**src/rtl/safe_pkg.sv**
```systemverilog
// Shared types and constants for the safe keypad front end.
// Contents: FSM state enum, key codes, error pattern, timer width helper.
package safe_pkg;

    typedef enum logic [2:0] {
        ST_IDLE,
        ST_D1,
        ST_D2,
        ST_OPEN,
        ST_FAIL,
        ST_LOCKOUT
    } state_e;

    localparam logic [3:0] KEY_ENTER   = 4'hA;
    localparam logic [3:0] KEY_CLEAR   = 4'hB;
    localparam logic [7:0] ERR_PATTERN = 8'hEE;

    // Bits needed to hold (max duration - 1), since timers load N-1.
    function automatic int tmr_w(input int a, input int b, input int c);
        int m;
        m = a;
        if (b > m) m = b;
        if (c > m) m = c;
        return (m < 2) ? 1 : $clog2(m);
    endfunction

endpackage

```
**src/rtl/safe_timer.sv**
```systemverilog
// Loadable down-counter that saturates at zero.
// Ports: clk_i, rst_ni, load_i, load_val_i[W-1:0], done_o (count is zero).
module safe_timer #(
    parameter int W = 8
) (
    input  logic         clk_i,
    input  logic         rst_ni,
    input  logic         load_i,
    input  logic [W-1:0] load_val_i,
    output logic         done_o
);

    logic [W-1:0] cnt_q;
    logic [W-1:0] cnt_d;

    always_comb begin
        cnt_d = cnt_q;
        if (load_i) begin
            cnt_d = load_val_i;
        end else if (cnt_q != '0) begin
            cnt_d = cnt_q - 1'b1;
        end
    end

    always_ff @(posedge clk_i or negedge rst_ni) begin
        if (!rst_ni) begin
            cnt_q <= '0;
        end else begin
            cnt_q <= cnt_d;
        end
    end

    assign done_o = (cnt_q == '0);

endmodule

```
**src/rtl/safe_code_entry.sv**
```systemverilog
// Two-digit BCD code entry, unlock window and failure lockout for the safe.
// Ports: clk_1ms, reset (async active-low), key_valid, key_code[3:0],
//        data[7:0] and blank to the LCD stage, unlocked, alarm.
// Option: SAFE_CODE_PROGRAM_EN adds a code register reprogrammable in OPEN.
module safe_code_entry
    import safe_pkg::*;
#(
    parameter logic [7:0]  CODE       = 8'h42,
    parameter int unsigned OPEN_MS    = 3000,
    parameter int unsigned IDLE_MS    = 10000,
    parameter int unsigned MAX_FAILS  = 3,
    parameter int unsigned LOCKOUT_MS = 30000
) (
    input  logic       clk_1ms,
    input  logic       reset,
    input  logic       key_valid,
    input  logic [3:0] key_code,
    output logic [7:0] data,
    output logic       blank,
    output logic       unlocked,
    output logic       alarm
);

    localparam int TW = tmr_w(OPEN_MS, IDLE_MS, LOCKOUT_MS);

    // Durations load as N-1 so the state holds for exactly N cycles.
    localparam logic [TW-1:0] OPEN_LD = TW'(OPEN_MS - 1);
    localparam logic [TW-1:0] IDLE_LD = TW'(IDLE_MS - 1);
    localparam logic [TW-1:0] LOCK_LD = TW'(LOCKOUT_MS - 1);
    localparam logic [2:0]    MAXF    = 3'(MAX_FAILS);

    state_e        state_q;
    logic [7:0]    data_q;
    logic          blank_q;
    logic          unl_q;
    logic          alm_q;
    logic [2:0]    fail_q;
    logic [7:0]    code_w;
    logic          tmr_ld;
    logic [TW-1:0] tmr_val;
    logic          tmr_done;

    logic is_dig;
    logic is_ent;
    logic is_clr;

    assign is_dig = key_valid && (key_code <= 4'd9);
    assign is_ent = key_valid && (key_code == KEY_ENTER);
    assign is_clr = key_valid && (key_code == KEY_CLEAR);

`ifdef SAFE_CODE_PROGRAM_EN
    logic [7:0] code_q;
    logic [1:0] pcnt_q;
    assign code_w = code_q;
`else
    assign code_w = CODE;
`endif

    always_comb begin
        tmr_ld  = 1'b0;
        tmr_val = IDLE_LD;
        unique case (state_q)
            ST_IDLE: tmr_ld = is_dig;
            ST_D1:   tmr_ld = is_dig | is_clr | tmr_done;
            ST_D2: begin
                tmr_ld = is_dig | is_clr | is_ent | tmr_done;
                if (is_ent && (data_q == code_w)) tmr_val = OPEN_LD;
            end
            ST_OPEN: begin
                tmr_ld = tmr_done | is_clr;
`ifdef SAFE_CODE_PROGRAM_EN
                if (!tmr_done && !is_clr &&
                    (is_dig || (is_ent && pcnt_q != 2'd2))) begin
                    tmr_ld  = 1'b1;
                    tmr_val = OPEN_LD;
                end else if (is_ent && pcnt_q == 2'd2) begin
                    tmr_ld = 1'b1;
                end
`endif
            end
            ST_FAIL: begin
                tmr_ld = 1'b1;
                if (fail_q == MAXF) tmr_val = LOCK_LD;
            end
            ST_LOCKOUT: tmr_ld = tmr_done;
            default:    tmr_ld = 1'b1;
        endcase
    end

    safe_timer #(.W(TW)) u_timer (
        .clk_i      (clk_1ms),
        .rst_ni     (reset),
        .load_i     (tmr_ld),
        .load_val_i (tmr_val),
        .done_o     (tmr_done)
    );

    always_ff @(posedge clk_1ms or negedge reset) begin
        if (!reset) begin
            state_q <= ST_IDLE;
            data_q  <= 8'h00;
            blank_q <= 1'b1;
            unl_q   <= 1'b0;
            alm_q   <= 1'b0;
            fail_q  <= 3'd0;
`ifdef SAFE_CODE_PROGRAM_EN
            code_q  <= CODE;
            pcnt_q  <= 2'd0;
`endif
        end else begin
            unique case (state_q)
                ST_IDLE: begin
                    if (is_dig) begin
                        state_q <= ST_D1;
                        data_q  <= {key_code, 4'h0};
                        blank_q <= 1'b0;
                    end
                end
                ST_D1: begin
                    if (is_dig) begin
                        state_q     <= ST_D2;
                        data_q[3:0] <= key_code;
                    end else if (is_clr || tmr_done) begin
                        state_q <= ST_IDLE;
                        data_q  <= 8'h00;
                        blank_q <= 1'b1;
                    end
                end
                ST_D2: begin
                    if (is_ent) begin
                        if (data_q == code_w) begin
                            state_q <= ST_OPEN;
                            unl_q   <= 1'b1;
                            fail_q  <= 3'd0;
`ifdef SAFE_CODE_PROGRAM_EN
                            pcnt_q  <= 2'd0;
`endif
                        end else begin
                            state_q <= ST_FAIL;
                            fail_q  <= fail_q + 3'd1;
                        end
                    end else if (is_dig) begin
                        data_q <= {data_q[3:0], key_code};
                    end else if (is_clr || tmr_done) begin
                        state_q <= ST_IDLE;
                        data_q  <= 8'h00;
                        blank_q <= 1'b1;
                    end
                end
                ST_OPEN: begin
                    if (tmr_done || is_clr) begin
                        state_q <= ST_IDLE;
                        unl_q   <= 1'b0;
                        data_q  <= 8'h00;
                        blank_q <= 1'b1;
                    end
`ifdef SAFE_CODE_PROGRAM_EN
                    else if (is_dig) begin
                        blank_q <= 1'b0;
                        if (pcnt_q == 2'd0) begin
                            data_q <= {key_code, 4'h0};
                            pcnt_q <= 2'd1;
                        end else begin
                            data_q <= (pcnt_q == 2'd1) ?
                                      {data_q[7:4], key_code} :
                                      {data_q[3:0], key_code};
                            pcnt_q <= 2'd2;
                        end
                    end else if (is_ent && pcnt_q == 2'd2) begin
                        code_q  <= data_q;
                        state_q <= ST_IDLE;
                        unl_q   <= 1'b0;
                        data_q  <= 8'h00;
                        blank_q <= 1'b1;
                    end
`endif
                end
                ST_FAIL: begin
                    if (fail_q == MAXF) begin
                        state_q <= ST_LOCKOUT;
                        alm_q   <= 1'b1;
                        data_q  <= ERR_PATTERN;
                        blank_q <= 1'b0;
                    end else begin
                        state_q <= ST_IDLE;
                        data_q  <= 8'h00;
                        blank_q <= 1'b1;
                    end
                end
                ST_LOCKOUT: begin
                    if (tmr_done) begin
                        state_q <= ST_IDLE;
                        alm_q   <= 1'b0;
                        fail_q  <= 3'd0;
                        data_q  <= 8'h00;
                        blank_q <= 1'b1;
                    end
                end
                default: begin
                    state_q <= ST_IDLE;
                    data_q  <= 8'h00;
                    blank_q <= 1'b1;
                    unl_q   <= 1'b0;
                    alm_q   <= 1'b0;
                end
            endcase
        end
    end

    assign data     = data_q;
    assign blank    = blank_q;
    assign unlocked = unl_q;
    assign alarm    = alm_q;

endmodule

```
**config.mk**
```make
export PLATFORM = sky130hd
export DESIGN_NAME = safe_code_entry
export DESIGN_NICKNAME = d
export VERILOG_FILES = /design/src/rtl/safe_pkg.sv /design/src/rtl/safe_timer.sv /design/src/rtl/safe_code_entry.sv
export SDC_FILE = /design/constraint.sdc
export NUM_CORES = 1
export LEC_CHECK = 0
export ABC_CLOCK_PERIOD_IN_PS = 5800
export CAP_MARGIN = 20
export CORE_MARGIN = 10
export CORE_UTILIZATION = 40
export DETAILED_ROUTE_END_ITERATION = 10
export MAX_ROUTING_LAYER = met4
export PLACE_DENSITY = 0.67
export SLEW_MARGIN = 25
export SYNTH_ARGS = -nofsm -noshare
export SYNTH_HDL_FRONTEND = slang
export SYNTH_SLANG_ARGS = --single-unit
```
**constraint.sdc**
```tcl
create_clock -name clk_1ms -period 5.8 [get_ports clk_1ms]
set_input_delay 1.45 -clock clk_1ms [delete_from_list [all_inputs] [get_ports clk_1ms]]
set_output_delay 1.45 -clock clk_1ms [all_outputs]
set_load 0.05 [all_outputs]
```
Yosys cells after proc, flatten, opt, wreduce, memory -nomap -nowiden. Index checks and enable logic that the tools add are counted.

Output and inout bits: 11. Logic and storage cells: 95. Bits of input ports: 7. Register bits: 32.

Add/subtract/negate cells: 2. Muxes and demuxes: 41. Bitwise gates (word level): 7. Eq/ne operators: 18. Reductions and logical operators: 18. $lt $le $gt $ge: 1.

Operator list (number): two-way mux 8 bit (6); case mux 8 bit (6 select lines) (1); two-way mux 15 bit (3); two-way mux 3 bit (10); case mux 15 bit (2 select lines) (1); case mux 3 bit (6 select lines) (1); != test 2 bit (second input constant) (8); logical NOT 15 bit (1); nonzero test 15 bit (1); subtractor 15 x 1 -> 15 bit (second input constant) (1); two-way mux 14 bit (1); AND reduction 3 bit (4); two-way mux 1 bit (11); == test 3 x 2 -> 1 bit (second input constant) (3); == test 4 bit (second input constant) (2); == test 8 x 7 -> 1 bit (second input constant) (1); two-way mux 4 bit (2); AND reduction 4 bit (2); OR reduction 4 bit (2); == test 3 bit (second input constant) (2); case mux 1 bit (3 select lines) (2); case mux 1 bit (6 select lines) (1); case mux 3 bit (2 select lines) (1); OR 1 bit (5); other kinds (10) (15).

Depth between registers and ports, before layout.
Depth after elaboration: 7. Depth in mapped cells: 8. Mapped depth without buffers: 7.

By module. A second synthesis with hierarchy kept.

Cells, all modules: 230. Area total of the unflattened synthesis: 2062.0 sq um.

Modules (own cells, without submodules): safe_code_entry (instances 1, cells each 140, sequential area each 426.7 sq um, area an instance 1184.9 sq um); safe_timer (instances 1, cells each 90, sequential area each 375.4 sq um, area an instance 877.1 sq um).

Worst setup path after synthesis. OpenSTA, ideal clock, no wires.

Path type: input-to-reg. Start point: input port key_code[0]. End point: register u_timer.cnt_q[11]. Data required time: 5.680 ns. Buffers on the path: 1. Library setup time: 0.120 ns. Path slack: 2.915 ns. Stages: 6. Arrival time: 2.766 ns. Cells stage by stage: or3b_2 > o2bb2ai_1 > a211oi_1 > o311a_1 > buf_6 > a31o_1.

Cells in the longest elaborated chain, start to end: 7. Elaborated cells between the ends (all ways): 17. Classes of those cells: order compare: 1; eq/ne: 2; mux: 4; bitwise: 5; reduce/logical: 5.

RTL lines: from (decl) (RTL line safe_code_entry.sv:17) `input logic [3:0] key_code,`; less-or-equal comparator 4 bit or == test 4 bit (tied branches) (RTL line safe_code_entry.sv:47, safe_code_entry.sv:49); logical AND 1 bit, on equally long branches (RTL line safe_code_entry.sv:47, safe_code_entry.sv:49); OR 1 bit (RTL line safe_code_entry.sv:64, safe_code_entry.sv:66); OR 1 bit (2 in series) (RTL line safe_code_entry.sv:66) `tmr_ld = is_dig | is_clr | is_ent | tmr_done;`; case mux 1 bit (5 select lines) (RTL line safe_code_entry.sv:62) `unique case (state_q)`; two-way mux 15 bit or nonzero test 2 bit (tied branches); to (signal assigned) (RTL line safe_timer.sv:29) `cnt_q <= cnt_d;`; to (decl) (RTL line safe_timer.sv:13) `logic [W-1:0] cnt_q;`.

Parallel ways exist; a longest one is shown, timed or not. A chain may end at the register's enable or synchronous reset.

Worst setup path after layout.
Start point: input port key_code[0]. End point: register u_timer.cnt_q[5].

Same word-level chain as after synthesis.

==> summary.txt <==
Setup path
  • Critical path's top delay family: compound AO/OA/AOI/OAI gates
  • Startpoint Class: input pin
  • Kind of critical path: input pin to flip-flop
  • Data required, critical path: about 6.0 ns
  • Critical path peak fanout: 12
  • Crit path capture type: flip-flop
  • Arr. time, crit path: around 3.6 ns
  • Critical Path Slowest Stage Cell: clkdlybuf4s50_1
  • Critical Path, Cell by Cell: clkdlybuf4s50_1, or3b_2, o2bb2ai_1, a211oi_1, o311a_1, a211o_1
  • CP peak stage delay: roughly 0.52 ns
  • Crit path buf inv count: 1

Floorplan
  • Core Box Area: between 4000 and 5000 um2
  • Site Rows: 25
  • Die W: 90.5 um
  • Initial Utilization: about two fifths
  • Top Ports: 18
  • Die Y: between 90 and 100 um
  • DIE AREA: 8190 um2

Power and ir drop
  • Peak VDD IR: 0.134 mV
  • Pwr/cell area: 182 nW/um2
  • Leakage power: 0.925 nW

Synth
  • Sequential fraction of the synthesis area: between 40% and 50%
  • Post-Syn Nets: 231
  • Flops & latches, synth: 32
  • Largest family of logic cells by synthesized area: compound AO/OA/AOI/OAI gates
  • Synth Instances: 221
  • Yosys Warn Count: 0
  • Top cells by count, synth: 31 x dfrtp_1, 21 x nand2_1, 18 x nor2_1, 15 x a21oi_1, 15 x o21ai_0
  • Post-synthesis xor/xnor area fraction: between 3 and 4%
  • Simple-gate portion of the synthesized area: 23.6%
  • Post-Syn Area: roughly 2000 um2
  • Post-synth top area cell: dfrtp_1
  • EDFF count, synth: 0
  • Mux contribution to synthesized area: just over 2%
  • Synth Area in Adders: around 1.9%
  • Most common cell in the netlist: dfrtp_1
  • Post-synth cell types: 53
  • Synth top area share: between 30% and 40%
  • Synth area leaders: dfrtp_1 39%, nand2_1 4.0%, a21oi_1 3.8%
  • Post-synthesis compound-gate area fraction: 25.4%
  • FFs w/ async S/R, synth: 100%
  • Syn Area/Cell: about 9.0 um2
  • Top FF cell, synth: dfrtp_1

Drt
  • Drc violations: 0
  • DR top layer: met4
  • Met3 WL: approximately 280 um
  • WL met2: approximately 2200 um
  • Vias per inst: about 5.7
  • DRT Pass-1 Iters: 4
  • WL final: ~4800 um
  • Antenna Nets Post-Route: 0
  • WL/cell: roughly 16 um
  • Wl on met1: about 2300 um
  • Via Count: about 1,700
  • DRT iter0 DRCs: 123

Run status
  • Outcome: complete, no violations

Placement
  • Dpl cells: 296
  • Routability congestion estimate: between 0.9 and 1
  • IO buf count: 17
  • Hpwl dp: ~3500 um

Global routing
  • All-layer global routing usage: between 10% and 20%
  • Largest net degree at the start of global routing: 33
  • Total grt overflow: 0
  • Global-route wire length before repair: ~8400 um
  • Initial antenna violation count: 0
  • Number of global-route vias before repair: about 1,700

STA
  • Clock skew: about 0.0073 ns
  • Final hold viol count: 0
  • Worst-margin pin slew: about 0.87 ns
  • Setup_tns: 0 ns
  • Unrepaired setup endpoints after global routing: no
  • Fmax: ~290 MHz
  • Setup violators final: 0
  • Slew Limit Headroom: around two fifths
  • Final clock period utilization by the worst path: 58.8%
  • Final min period: between 3 and 4 ns
  • Max Slew Vio Count: 0

Finish
  • Fraction of layout cells with a size suffix above 1: between 8 and 9%
  • Post-layout nets: roughly 250
  • Final cell count without fillers: between 300 and 400
  • Diode count: 0
  • Area Overhead vs Synth: 14.7%
  • Post-layout util: a little under half

Clocking
  • TritonCTS Sinks: 32
  • H-tree depth: 2
  • Inserted Clock Buffers: 5
  • CTS clk-pin slew, worst paths: roughly 0.070 ns
  • Post-CTS Setup Bufs: 0
  • Post-cts sizing count: 0
  • TritonCTS clock tree: done
  • Clk root buf: clkbuf_8
  • Hold_buf cts: 0
  • Clk buf depth: 2
  • Clock Latency Late Sink: between 0.2 and 0.3 ns

Run
  • Max-cap violations: 0

Worst hold path
  • Worst hold path type: flip-flop to flip-flop
-- stage by stage --
| stage | power (W) | cell area [um2] | hold WS, ns | setup WS (ns) |
|---|---|---|---|---|
| 6_report | 0.000415 | 2280 | 0.487 | 2.39 |
| 5_1_grt | 0.000433 | 2280 | 0.539 | 2.29 |
| 4_1_cts | 0.000422 | 2280 | 0.490 | 2.41 |
| 3_5_place_dp | 0.000260 | 2200 | 0.475 | 2.12 |
| 3_3_place_gp | 0.000260 | 2200 | 0.461 | 2.16 |
| 2_1_floorplan | 0.000243 | 1990 | 0.450 | 2.91 |
-- worst min-delay path: stages, from the launching register on --
cell	delay [ns]
dfrtp_1	0.35
nand2_1	0.05
o21ai_0	0.06
-- metal layers --
layer	vias up	global-route usage, %
li1	847	-
met4	0	4.24
met2	51	18.6
met3	6	3.74
met1	817	15.8
met5	-	-
-- report_power, final --
group / switching [W] / leakage (nW) / internal (W)
logic: 0.0000188 / 0.510 / 0.0000105
registers: 0.00000189 / 0.374 / 0.000225
clock network: 0.0000778 / 0.0410 / 0.0000814
total: 0.0000985 / 0.925 / 0.000317
-- registers in the layout, summed over array words and instances (netlist names) --
name           cells
alarm              1
blank              1
data               8
fail_q             3
state_q            3
u_timer.cnt_q     15
unlocked           1
-- final timing paths --
path	startpoint	endpoint	slack, ns	cells after the start
setup reg to reg	u_timer.cnt_q[0]	u_timer.cnt_q[5]	2.76	7
hold reg to reg	fail_q[2]	fail_q[2]	0.49	2
setup / recovery	key_code[0]	u_timer.cnt_q[5]	2.39	6
min in group asynchronous	reset	unlocked	1.57	2
hold / removal	fail_q[2]	fail_q[2]	0.49	2
max in group asynchronous	reset	blank	3.90	2
-- logic make-up (layout without fill, tap and decap cells) --
| group | Yosys count | in the layout |
|---|---|---|
| buffers and inverters | 17 | 32 |
| xor gates and xnor gates | 7 | 7 |
| muxes | 4 | 4 |
| DFF | 32 | 32 |
| adders and majority gates | 3 | 3 |
| and+or+nand+nor | 86 | 86 |
| AOI/OAI and AO/OA | 72 | 72 |
-- placed cells by master, fill, tap and decap left out, types with 2 or more instances in the layout --
cell	Yosys	layout
nor2_1	18	18
o22ai_1	2	2
or4_4	2	2
a21oi_1	15	15
inv_1	7	7
o21ai_0	15	15
a31o_1	2	2
clkdlybuf4s50_1	0	17
nor2b_1	5	5
ha_1	3	3
nand2_1	21	21
nor4b_1	2	2
and2_1	3	3
nor3_1	6	6
nor4_1	2	2
or2_2	4	4
or3b_2	2	2
xnor2_1	5	5
a211oi_1	3	3
a211o_1	2	2
a221o_1	5	5
mux2i_1	4	4
xor2_1	2	2
nand3_1	4	4
o211ai_1	3	3
nand2b_1	7	7
or3_1	5	5
a2bb2oi_1	2	2
dfrtp_1	31	31
a22o_1	6	6
clkbuf_8	0	5
a21boi_0	4	4
-- layout make-up --
type | count | area, um2
Clock inverter | 1 | 5.00
Inverter | 7 | 26.3
Timing Repair Buffer | 18 | 178
Clock buffer | 6 | 72.6
Fill cell | 467 | 2500
Tap cell | 67 | 83.8
Multi-Input combinational cell | 172 | 1110
Sequential cell | 32 | 802
Note: power is estimated with default switching activity, not from simulation.
==> variant 1, RTL diff (same flow settings) <==
Add a define of `SAFE_CODE_PROGRAM_EN`.
--- a/src/rtl/safe_code_entry.sv
+++ b/src/rtl/safe_code_entry.sv
@@ -2,6 +2,8 @@
 // Ports: clk_1ms, reset (async active-low), key_valid, key_code[3:0],
 //        data[7:0] and blank to the LCD stage, unlocked, alarm.
 // Option: SAFE_CODE_PROGRAM_EN adds a code register reprogrammable in OPEN.
+`define SAFE_CODE_PROGRAM_EN
+
 module safe_code_entry
     import safe_pkg::*;
 #(
Check against the original RTL: not equivalent (Yosys sat finds a counterexample within 10 cycles, from zero or initial values and one cycle with reset low).
==> variant 1 against the unedited design <==
Synthesized area is 27% higher. Cell area is 23% higher. Count of clock-buffer cells in the layout stayed put. Worst setup slack worse by 410 ps. Synthesized cell count is 20% higher. Critical path type unchanged. Sequential cell count is 10 higher. Clock skew is 7.9 ps higher. Power grew to 3.1 times the old value. First-iteration DRC count is 98% higher. Register-to-register slack better by 110 ps. Routed wire length is 21% higher.
==> variant 1: results (changes against the unedited design) <==
{| class="wikitable"
! Metric !! Value
|-
| Status || finished clean (unchanged)
|-
| Largest vdd supply drop || 322 uV (was 134 uV)
|-
| Worst-case register-to-register setup slack || 2870 ps (was 2760 ps)
|-
| GRT met3 Usage || 1.73% (was 3.74%)
|-
| Wire length of the first global-routing pass || 9.98 mm (was 8.37 mm)
|-
| Startpoint of the most critical setup path || key_code[2] (was key_code[0])
|-
| Depth of the worst register-to-register path || 8 (was 7)
|-
| Global routing met1 resource utilization || 16.5% (was 15.8%)
|-
| Hold Path Origin || fail_q[1] (was fail_q[2])
|-
| Post-DR vias/cell || 5.97 (was 5.68)
|-
| WL met3 || 322 um (was 282 um)
|-
| Vias in the first global route || 1,958 (was 1,708)
|-
| Final min period || 3820 ps (was 3410 ps)
|-
| Arrival time of the worst setup path || 3980 ps (was 3580 ps)
|-
| Post-Place Cells || 344 (was 296)
|-
| Grt met2 use || 18.1% (was 18.6%)
|-
| Static leakage power || 0.00119 uW (was 0.000925 uW)
|-
| Post-synth top cells || sky130_fd_sc_hd__dfrtp_1, sky130_fd_sc_hd__nand2_1, sky130_fd_sc_hd__a21oi_1, sky130_fd_sc_hd__nor2_1, sky130_fd_sc_hd__xnor2_1 (was sky130_fd_sc_hd__dfrtp_1, sky130_fd_sc_hd__nand2_1, sky130_fd_sc_hd__nor2_1, sky130_fd_sc_hd__a21oi_1, sky130_fd_sc_hd__o21ai_0)
|-
| Crit-path slowest cell || sky130_fd_sc_hd__a2111oi_0 (was sky130_fd_sc_hd__clkdlybuf4s50_1)
|-
| Share of layout cells above drive strength 1 || 10.8% (was 8.05%)
|-
| Count of cells along the worst hold path || 1 (was 2)
|-
| Wirelength, routed || 5.84 mm (was 4.83 mm)
|-
| Number of DRC violations after detailed-routing iteration 0 || 243 (was 123)
|-
| Worst-case clock skew || 15.3 ps (was 7.32 ps)
|-
| WHS || 515 ps (was 487 ps)
|-
| Total number of nets in the final design || 287 (was 246)
|-
| Global-route usage over all layers || 12.3% (was 12.5%)
|-
| Nets in the synthesized netlist || 276 (was 231)
|-
| Gate count of the mapped netlist || 265 (was 221)
|-
| Slew at the pin closest to its max-slew limit || 726 ps (was 868 ps)
|-
| Post-DP HPWL || 4.33 mm (was 3.46 mm)
|-
| Max incr delay on CP || 660 ps (was 520 ps)
|-
| Via count of the routed design || 2,100 (was 1,721)
|-
| Sequential fraction of the synthesis area || 41.8% (was 40.3%)
|-
| Endpoint of the worst register-to-register path || data[1] (was u_timer.cnt_q[5])
|-
| Area post-placement || 0.00272 mm2 (was 0.00220 mm2)
|-
| Number of iterations in the first detailed-routing pass || 6 (was 4)
|-
| Insertion delay to the later sink of the worst-skew pair || 300 ps (was 280 ps)
|}
variant 1: changes by cell type in the layout (fill, tap and decap cells not counted), sizes merged, moves of 5 or more:
cell	delta
o21ai	-6
dfrtp	+8
a22o	-5
xnor2	+7
nand2	+12
mux2	+9
nand4	+5
variant 1: power by group:
group	switching [uW]	leakage (uW)	internal [uW]
Combinational	356	0.000627	250
Sequential	118	0.000521	374
Clock	99.2	0.0000452	84.9
Total	574	0.00119	709
variant 1: cells by family after synthesis:
kind of cell | Yosys count | synth area share (%)
muxes | 9 | 4.01
DFF | 42 | 41.8
adders and majority gates | 4 | 1.98
xor gates and xnor gates | 18 | 6.24
and+or+nand+nor | 98 | 21.3
AOI/OAI and AO/OA | 73 | 21.1
buffers and inverters | 21 | 3.62
variant 1: area by class of cell:
cell class / instances / area, um2
clock buffers: 6 / 72.6
clock inverters: 2 / 13.8
fillers: 587 / 3210
inverters: 8 / 30.0
multi-input cells: 202 / 1380
flip-flops and latches: 42 / 1050
well taps: 75 / 93.8
repair buffers: 17 / 168
==> variant 2, RTL diff (config.mk and constraints unchanged) <==
Made on the original files. The 6 states of `state_e` get a one-hot encoding in 6 bits.
--- a/src/rtl/safe_pkg.sv
+++ b/src/rtl/safe_pkg.sv
@@ -2,13 +2,13 @@
 // Contents: FSM state enum, key codes, error pattern, timer width helper.
 package safe_pkg;
 
-    typedef enum logic [2:0] {
-        ST_IDLE,
-        ST_D1,
-        ST_D2,
-        ST_OPEN,
-        ST_FAIL,
-        ST_LOCKOUT
+    typedef enum logic [5:0] {
+        ST_IDLE    = 6'b000001,
+        ST_D1      = 6'b000010,
+        ST_D2      = 6'b000100,
+        ST_OPEN    = 6'b001000,
+        ST_FAIL    = 6'b010000,
+        ST_LOCKOUT = 6'b100000
     } state_e;
 
     localparam logic [3:0] KEY_ENTER   = 4'hA;
Behaviour: no difference found for any inputs over 10 cycles, from zero or initial values and one cycle with reset low; not proved beyond that.
==> variant 2 against the unedited design <==
Via count up 5.5%. Utilization down 0.61 points. Sequential cell count up 3. Critical path type unchanged. Synthesized area up 8.2%. Routed wire length up 7.9%. Cell area up 6.7%. Count of clock-buffer cells in the layout up 2. Maximum frequency up 2.9%. Global-route usage up 0.45 points. Sequential share of layout area up 0.93 points. Largest cell class unchanged. Worst setup slack better by 96 ps. Synthesized cell count up 2.7%. Hold slack better by 5.3 ps. Highest routed layer unchanged.
Power is not compared: it rests on default switching activity, and its combinational part moved more than twofold at a synthesized area within 25%.
==> variant 2: results (changes against the unedited design) <==
{| class="wikitable"
! Metric !! Value
|-
| Status || finished clean (unchanged)
|-
| Multiplexer share of the synthesized area || 1.05% (was 2.01%)
|-
| Grt met2 use || 20.1% (was 18.6%)
|-
| End of the critical path || data[6] (was u_timer.cnt_q[5])
|-
| Area post-placement || 0.00233 mm2 (was 0.00220 mm2)
|-
| Nets in the synthesized netlist || 237 (was 231)
|-
| Detailed route wirelength on metal2 || 2.44 mm (was 2.23 mm)
|-
| Post-Place Cells || 299 (was 296)
|-
| Share of layout cells above drive strength 1 || 11.0% (was 8.05%)
|-
| Adder-cell share of the synthesized area || 1.74% (was 1.89%)
|-
| Synthesized-area fraction occupied by xor and xnor cells || 4.47% (was 3.08%)
|-
| Arrival time of the worst setup path || 3500 ps (was 3580 ps)
|-
| Weighted congestion at the end of routability-driven global placement || 0.881 (was 0.924)
|-
| Post-synth top cells || sky130_fd_sc_hd__dfrtp_1, sky130_fd_sc_hd__nand2_1, sky130_fd_sc_hd__clkbuf_1, sky130_fd_sc_hd__nor2_1, sky130_fd_sc_hd__nor3_1 (was sky130_fd_sc_hd__dfrtp_1, sky130_fd_sc_hd__nand2_1, sky130_fd_sc_hd__nor2_1, sky130_fd_sc_hd__a21oi_1, sky130_fd_sc_hd__o21ai_0)
|-
| Worst-case register-to-register setup slack || 2850 ps (was 2760 ps)
|-
| Crit-path slowest cell || sky130_fd_sc_hd__nor4_1 (was sky130_fd_sc_hd__clkdlybuf4s50_1)
|-
| Worst slew margin relative to its limit || 35.5% (was 41.7%)
|-
| Share of the cycle needed by the critical path after routing || 57.2% (was 58.8%)
|-
| Worst-case clock skew || 4.47 ps (was 7.32 ps)
|-
| Critical path fanouts, max || 6 (was 12)
|-
| Startpoint of the most critical setup path || key_code[2] (was key_code[0])
|-
| Per-instance average area after synthesis || 9.49 um2 (was 9.00 um2)
|-
| Max incr delay on CP || 630 ps (was 520 ps)
|-
| Sequential fraction of the synthesis area || 40.8% (was 40.3%)
|-
| Endpoint of the worst register-to-register path || u_timer.cnt_q[14] (was u_timer.cnt_q[5])
|-
| Post-DP HPWL || 3.79 mm (was 3.46 mm)
|-
| Number of DRC violations after detailed-routing iteration 0 || 89 (was 123)
|-
| Complex-gate fraction of the synthesized area || 23.8% (was 25.4%)
|-
| Maximum number of pins on one net before global-route repair || 36 (was 33)
|-
| Most area-consuming cells after synthesis || sky130_fd_sc_hd__dfrtp_1, sky130_fd_sc_hd__nand2_1, sky130_fd_sc_hd__a221o_1 (was sky130_fd_sc_hd__dfrtp_1, sky130_fd_sc_hd__nand2_1, sky130_fd_sc_hd__a21oi_1)
|-
| Minimum setup slack after placement || 2190 ps (was 2120 ps)
|-
| Routed wirelength normalized by instance count || 17.0 um (was 16.0 um)
|}
-- variant 2: cell count changes after synthesis, moves of 3 or more --
cell                       delta
sky130_fd_sc_hd__a21oi_1      -9
sky130_fd_sc_hd__nor4_1       +7
sky130_fd_sc_hd__o21ai_0      -7
sky130_fd_sc_hd__clkbuf_1     +6
sky130_fd_sc_hd__nor2_1       -6
sky130_fd_sc_hd__mux2i_1      -4
sky130_fd_sc_hd__nor3_1       +4
sky130_fd_sc_hd__or4_1        +4
sky130_fd_sc_hd__nand2b_1     -3
sky130_fd_sc_hd__nor2b_1      -3
sky130_fd_sc_hd__nor3b_1      +3
sky130_fd_sc_hd__o22ai_1      +3
sky130_fd_sc_hd__or2_2        -3
sky130_fd_sc_hd__xor2_1       +3
-- variant 2: worst min path at each step --
stage | depth (start not counted) | endpoint | from | slack [ps]
after global placement | 2 | fail_q[2] | fail_q[2] | 470
after CTS | 2 | fail_q[2] | fail_q[2] | 490
after detailed placement | 2 | fail_q[2] | fail_q[2] | 470
final | 2 | fail_q[2] | fail_q[2] | 490
after floorplan | 2 | fail_q[2] | fail_q[2] | 450
after global routing | 2 | fail_q[2] | fail_q[2] | 520
-- variant 2: final cells by class --
cell class	instances	area (um2)	share of cell area, %
clock buffers	8	100	4.11
multi-input cells	170	1180	48.4
repair buffers	17	165	6.78
flip-flops and latches	35	878	36.1
inverters	7	26.3	1.08
well taps	70	87.6	3.60
-- variant 2: power by group through the flow --
stage	sequential (uW)	clock (uW)	combinational, uW
after floorplan	360	0	252
after global placement	335	0	366
after detailed placement	336	0	372
after CTS	332	201	374
after global routing	341	212	411
final	333	197	373
